<file path="config.mk">
export PLATFORM = sky130hd
export DESIGN_NAME = apb_watchdog_slave
export DESIGN_NICKNAME = d
export VERILOG_FILES = /design/src/rtl/apb_watchdog_slave_pkg.sv /design/src/rtl/apb_watchdog_slave_counter.sv /design/src/rtl/apb_watchdog_slave.sv
export SDC_FILE = /design/constraint.sdc
export NUM_CORES = 1
export LEC_CHECK = 0
export BUFFER_PORTS_ARGS = -buffer_cell sky130_fd_sc_hd__buf_2
export CAP_MARGIN = 15
export CORE_AREA = 2 2 85 87
export DETAILED_ROUTE_END_ITERATION = 8
export DIE_AREA = 0 0 87 89
export PLACE_DENSITY = 0.88
export SLEW_MARGIN = 20
export SYNTH_ARGS = -nofsm -noshare
export SYNTH_HDL_FRONTEND = slang
export SYNTH_SLANG_ARGS = --single-unit
</file>
<file path="constraint.sdc">
create_clock -name PCLK -period 2.6 [get_ports PCLK]
set_input_delay 0.52 -clock PCLK [delete_from_list [all_inputs] [get_ports PCLK]]
set_output_delay 0.52 -clock PCLK [all_outputs]
set_load 0.05 [all_outputs]
</file>
<file path="src/rtl/apb_watchdog_slave_pkg.sv">
// Shared constants and types for the APB watchdog completer.
package apb_wdt_pkg;

    localparam logic [7:0] ADDR_CTRL   = 8'h00;
    localparam logic [7:0] ADDR_LOAD   = 8'h01;
    localparam logic [7:0] ADDR_KICK   = 8'h02;
    localparam logic [7:0] ADDR_COUNT  = 8'h03;
    localparam logic [7:0] ADDR_STATUS = 8'h04;

    localparam logic [20:0] KICK_KEY = 21'h0A5A5;
    localparam logic [20:0] LOAD_RST = 21'h1FFFFF;

    typedef enum logic [1:0] {
        IDLE = 2'd0,
        WAIT = 2'd1,
        DONE = 2'd2
    } xfer_state_e;

endpackage

</file>
<file path="src/rtl/apb_watchdog_slave_counter.sv">
// Watchdog down-counter with reload and expiry strobe.
// Optional tick prescaler enabled by WDT_PRESCALER_EN.
module wdt_counter
    import apb_wdt_pkg::*;
#(
    parameter int PRESCALE = 16
) (
    input  logic        PCLK,
    input  logic        PRESET,
    input  logic        en,
    input  logic        tick_en,
    input  logic        reload,
    input  logic [20:0] load_val,
    output logic [20:0] count,
    output logic        expire
);

    logic [20:0] count_q, count_d;
    logic        tick;

`ifdef WDT_PRESCALER_EN
    localparam int PW = (PRESCALE > 1) ? $clog2(PRESCALE) : 1;
    localparam logic [PW-1:0] PRE_TOP = PW'(PRESCALE - 1);

    logic [PW-1:0] pre_q, pre_d;

    // Free-running; restarted so the first tick after a reload is a full period away.
    always_comb begin
        pre_d = pre_q - 1'b1;
        if (reload || (pre_q == '0)) pre_d = PRE_TOP;
    end

    always_ff @(posedge PCLK or posedge PRESET) begin
        if (PRESET) pre_q <= PRE_TOP;
        else        pre_q <= pre_d;
    end

    assign tick = tick_en && (pre_q == '0);
`else
    assign tick = tick_en;
    if (PRESCALE < 1) begin : g_prescale_unused
    end
`endif

    // A reload in the same cycle as a terminal tick suppresses the expiry.
    assign expire = en && tick && (count_q == '0) && !reload;

    always_comb begin
        count_d = count_q;
        if (reload)          count_d = load_val;
        else if (en && tick) count_d = (count_q == '0) ? load_val : count_q - 1'b1;
    end

    always_ff @(posedge PCLK or posedge PRESET) begin
        if (PRESET) count_q <= LOAD_RST;
        else        count_q <= count_d;
    end

    assign count = count_q;

endmodule

</file>
<file path="src/rtl/apb_watchdog_slave.sv">
// APB completer: wait-state transfer FSM, watchdog register file and read mux.
// Optional watchdog prescaler enabled by WDT_PRESCALER_EN.
//
// state | meaning
// IDLE  | no transfer in progress
// WAIT  | access phase seen, counting wait states
// DONE  | PREADY issued, waiting for PSEL or PENABLE to drop
module apb_watchdog_slave
    import apb_wdt_pkg::*;
#(
    parameter int WAIT_STATES = 1,
    parameter int PRESCALE    = 16
) (
    input  logic        PCLK,
    input  logic        PRESET,
    input  logic        PSEL,
    input  logic        PENABLE,
    input  logic [7:0]  PADDR,
    input  logic        PWRITE,
    input  logic [20:0] PWDATA,
    output logic [20:0] PRDATA,
    output logic        PREADY,
    output logic        wdt_irq,
    output logic        wdt_rst_req
);

    xfer_state_e state_q, state_d;
    logic [2:0]  ws_q, ws_d;
    logic        ready_q, ready_d;
    logic [20:0] prdata_q, prdata_d;
    logic [1:0]  ctrl_q, ctrl_d;
    logic [20:0] load_q, load_d;
    logic        to_q, to_d;
    logic        bad_q, bad_d;
    logic        rst_req_q, rst_req_d;

    logic [20:0] count, rdata;
    logic [1:0]  clr;
    logic        expire, reload, wr_en, kick_wr, kick_ok, ctrl_wr;

    always_comb begin
        state_d = state_q;
        ws_d    = ws_q;
        ready_d = 1'b0;
        case (state_q)
            IDLE: if (PSEL && PENABLE) begin
                if (WAIT_STATES == 0) begin
                    ready_d = 1'b1;
                    state_d = DONE;
                end else begin
                    ws_d    = 3'(WAIT_STATES - 1);
                    state_d = WAIT;
                end
            end
            WAIT: begin
                if (!(PSEL && PENABLE)) state_d = IDLE;
                else if (ws_q == 3'd0) begin
                    ready_d = 1'b1;
                    state_d = DONE;
                end else ws_d = ws_q - 1'b1;
            end
            DONE:    if (!PSEL || !PENABLE) state_d = IDLE;
            default: state_d = IDLE;
        endcase
    end

    // Writes commit at the end of the PREADY cycle.
    assign wr_en   = ready_q && PSEL && PENABLE && PWRITE;
    assign ctrl_wr = wr_en && (PADDR == ADDR_CTRL);
    assign kick_wr = wr_en && (PADDR == ADDR_KICK);
    assign kick_ok = kick_wr && (PWDATA == KICK_KEY);
    assign reload  = kick_ok || (ctrl_wr && PWDATA[0] && !ctrl_q[0]);
    assign clr     = (wr_en && (PADDR == ADDR_STATUS)) ? PWDATA[1:0] : 2'b00;

    always_comb begin
        ctrl_d    = ctrl_wr ? PWDATA[1:0] : ctrl_q;
        load_d    = (wr_en && (PADDR == ADDR_LOAD)) ? PWDATA : load_q;
        to_d      = expire || (to_q && !clr[0]);
        bad_d     = (kick_wr && !kick_ok) || (bad_q && !clr[1]);
        rst_req_d = expire && ctrl_q[1];
    end

    always_comb begin
        case (PADDR)
            ADDR_CTRL:   rdata = {19'b0, ctrl_q};
            ADDR_LOAD:   rdata = load_q;
            ADDR_COUNT:  rdata = count;
            ADDR_STATUS: rdata = {19'b0, bad_q, to_q};
            default:     rdata = '0;
        endcase
        prdata_d = (ready_d && !PWRITE) ? rdata : '0;
    end

    always_ff @(posedge PCLK or posedge PRESET) begin
        if (PRESET) begin
            state_q   <= IDLE;
            ws_q      <= 3'd0;
            ready_q   <= 1'b0;
            prdata_q  <= '0;
            ctrl_q    <= 2'b00;
            load_q    <= LOAD_RST;
            to_q      <= 1'b0;
            bad_q     <= 1'b0;
            rst_req_q <= 1'b0;
        end else begin
            state_q   <= state_d;
            ws_q      <= ws_d;
            ready_q   <= ready_d;
            prdata_q  <= prdata_d;
            ctrl_q    <= ctrl_d;
            load_q    <= load_d;
            to_q      <= to_d;
            bad_q     <= bad_d;
            rst_req_q <= rst_req_d;
        end
    end

    wdt_counter #(
        .PRESCALE (PRESCALE)
    ) u_counter (
        .PCLK     (PCLK),
        .PRESET   (PRESET),
        .en       (ctrl_q[0]),
        .tick_en  (1'b1),
        .reload   (reload),
        .load_val (load_q),
        .count    (count),
        .expire   (expire)
    );

    assign PREADY      = ready_q;
    assign PRDATA      = prdata_q;
    assign wdt_irq     = to_q;
    assign wdt_rst_req = rst_req_q;

endmodule

</file>
==> flow_summary_export.csv <==
group,metric,value,unit
logic_synthesis,ys_warn_count,0,
worst_setup_path,crit_buf_inv,1,
worst_setup_path,critPathTopFamily,"simple AND/OR/NAND/NOR gates",
logic_synthesis,synth_top_area_share,28.9,%
die,coreArea,0.00672,mm^2
cts,htree_levels,3,
hold_path,min_path_type,"input port to async pin",
place,post_dp_cell_area,0.00420,mm^2
place,portBuffers,57,
route,top_layer,"met4",
die,die-area,0.00774,mm^2
route,wl_per_cell,17.3,um
timing,timing.final.ws_setup,0.164,ns
logic_synthesis,syn_inst,353,
worst_setup_path,path_cells,"inv_1 -> ha_1 -> or4b_2 -> nor3_1 -> a22oi_2 -> and2_4 -> mux2i_1 -> a22oi_1",
die,die_h,89,um
route,drtPass1Iterations,6,
global_routing,grt_max_degree,37,
die,fp.dieW,87,um
timing,fin_hold_ws,0.218,ns
logic_synthesis,synth_nets,391,
logic_synthesis,async_reset_ff_share,100,%
logic_synthesis,synth_seq_cells,74,
pwr,p_sw_share,23.0,%
timing,period_minus_slack,2.44,ns
logic_synthesis,post_synth_num_cell_types,47,
worst_setup_path,startpoint,"u_counter.count[0]",
layout,fin_nets,452,
timing,tightest_slew,0.573,ns
route,wirelength_met1,3670,um
pwr,pwr-share-comb,5.7,%
worst_setup_path,worstSetupStartpointType,"register",
place,dpl.hpwl,5920,um
logic_synthesis,synth_ff_type,"dfstp_2",
worst_setup_path,critPathMaxStageDelay,0.58,ns
route,wirelength,8610,um
worst_setup_path,cp.arrival,2.71,ns
pwr,p_per_area,505,mW/mm^2
die,row_count,30,
worst_setup_path,r2r_slack,0.16,ns
route,dr_total_vias,3020,
worst_setup_path,r2r_cells,8,
pwr,internal-power,0.00171,W
global_routing,grt_pass1_wl,14200,um
timing,clock_skew,0.00470,ns
die,initial_core_util,56.8,%
job,cap_violations,0,
cts,clk_pin_slew,0.08,ns
layout,diodes,0,
worst_setup_path,end_kind,"register",
route,dr_wl_met2,4320,um
route,drc,0,
timing,maxSlewHeadroom,61.8,%
layout,finalInstanceArea,0.00440,mm^2
cts,clock_latency,0.35,ns
pwr,clock_power_share,41.3,%
outcome,status,"completed",
cts,ctsHoldBuffers,0,
pwr,max-vdd-ir-drop,0.268,mV
global_routing,grt_antenna_before_repair,0,
worst_setup_path,crit_fanout,24,
logic_synthesis,syn_area_per_cell,10.8,um^2
timing,fin_tns_setup,0,ns
layout,fin_cells,499,
pwr,p_sw,0.000512,W
logic_synthesis,synth_edf_count,0,
pwr,p_seq_share,52.9,%
timing,hold_violations,0,
die,boundaryPins,58,
logic_synthesis,synth.cell_area,0.00381,mm^2
pwr,power_leakage,1.97,nW
logic_synthesis,synth_largest_area_cell,"dfstp_2",
timing,slew_violations,0,
layout,drive_above_1_share,39.4,%
cts,cts_tree,"yes",
cts,root_buffer,"clkbuf_8",
timing,finalCritPeriodShare,93.7,%
global_routing,grt_pass1_vias,2895,
place,dp.cells,483,
route,vias_per_cell,6.05,
timing,setup_violations,0,
route,drtIter0Drc,298,
timing,rsz0062_at_grt,"false",
cts,cts_sinks,74,
global_routing,track_usage,23.8,%
worst_setup_path,crit_type,"register to register",
route,met3_length,449,um
worst_setup_path,worstReg2RegEnd,"u_counter.count[2]",
cts,cts_resized,0,
logic_synthesis,yosys-top-cells-area,"dfstp_2 29%, dfrtp_1 21%, mux2_2 6.2%, mux2i_1 5.2%, a22oi_1 4.7%",
logic_synthesis,yosysSeqAreaShare,49.9,%
route,ant_nets,0,
worst_setup_path,crit_slowest_cell,"or4b_2",
worst_setup_path,critPathRequiredTime,2.87,ns
layout,nFillCells,516,
cts,post-cts-setup-buffers,0,
layout,syn2layout_area_growth,15.5,%
worst_setup_path,r2r-start,"u_counter.count[0]",
cts,cts_made_buffers,9,
global_routing,grt_overflow,0,
timing,max_freq,411,MHz
place,place_ws,-0.0774,ns
cts,cts.path.max_buffers,2,
place,globalplace.congestion,0.901,
[cell type report]
class	instances	area, um^2	area share, %
inverter	12	45.0	1.02
clock inverter	5	52.6	1.19
clock buffer	11	151	3.44
tap	80	100	2.27
sequential	74	1900	43.3
multi-input combinational	246	1730	39.4
timing repair buffer	71	415	9.43
[power by group through the flow]
stage | Sequential [W] | Combinational [W] | Clock [W]
after floorplan | 0.00120 | 0.0000701 | 0
after global placement | 0.00119 | 0.000124 | 0
after detailed placement | 0.00120 | 0.000128 | 0
after CTS | 0.00118 | 0.000129 | 0.000926
after global routing | 0.00118 | 0.000143 | 0.000989
final | 0.00118 | 0.000127 | 0.000918
[kinds of logic after synthesis]
group                      share of synthesized area, %
AOI/OAI and AO/OA                                  13.3
adders and majority gates                          1.31
buffers and inverters                              4.72
DFF                                                49.9
muxes                                              12.3
and+or+nand+nor                                    18.4
[Yosys cell counts (5+ instances only)]
cell and number:
a22oi_1 24, buf_2 6, buf_6 5, clkbuf_1 9
dfrtp_1 32, dfstp_2 42, inv_1 12, mux2_2 21
mux2i_1 20, nand2_1 22, nand2b_1 5, nand3_1 5
nand4_1 5, nor2_1 36, nor3_1 15, nor4_1 11
o21ai_0 18, o2bb2ai_1 12
[worst max-delay path by stage]
stage	endpoint	slack, ns	cells past startpoint
after floorplan	PRDATA[0]	0.27	1
after detailed placement	u_counter.count[12]	-0.08	7
after global placement	u_counter.count[15]	0.03	7
after global routing	u_counter.count[11]	0.05	8
after CTS	u_counter.count[12]	0.21	8
final	u_counter.count[2]	0.16	8
[metrics by stage]
stage | total power (W) | utilization, %
6_report | 0.00222 | 65.5
3_3_place_gp | 0.00132 | 62.5
4_1_cts | 0.00223 | 65.5
3_5_place_dp | 0.00132 | 62.5
5_1_grt | 0.00231 | 65.5
2_1_floorplan | 0.00127 | -
[per-layer routing]
metal	vias to the layer above	track usage [%]
met2	99	39.8
met3	20	4.80
met4	0	8.66
met5	-	0
li1	1423	-
met1	1478	30.8
[state kept, by name, summed over array words and instances, names as in the netlist]
register and flops:
PRDATA 21, PREADY 1, bad_q 1, ctrl_q 2, load_q 21, state_q 2
u_counter.count 21, wdt_irq 1, wdt_rst_req 1, ws_q 3
[cells in the final DEF, fill, tap and decap left out, drive strengths merged, types with 2 or more instances in the layout]
master	Yosys	layout
ha	4	4
or4b	2	2
a22oi	25	25
nand3b	2	2
clkinv	0	3
nor2	36	36
and3	2	2
or3	2	2
mux2i	20	20
a2bb2oi	3	3
and4	3	3
o22ai	2	2
clkbuf	9	11
inv	12	12
nor4bb	2	2
dfrtp	32	32
dfstp	42	42
nand3	5	5
nor4	12	12
nand2b	5	5
buf	12	71
nor3	17	17
o2bb2ai	12	12
nand4	5	5
mux2	24	24
or4	5	5
and2	3	3
o21ai	18	18
a21oi	7	7
nand2	22	22
(Power assumes the default switching activity.)
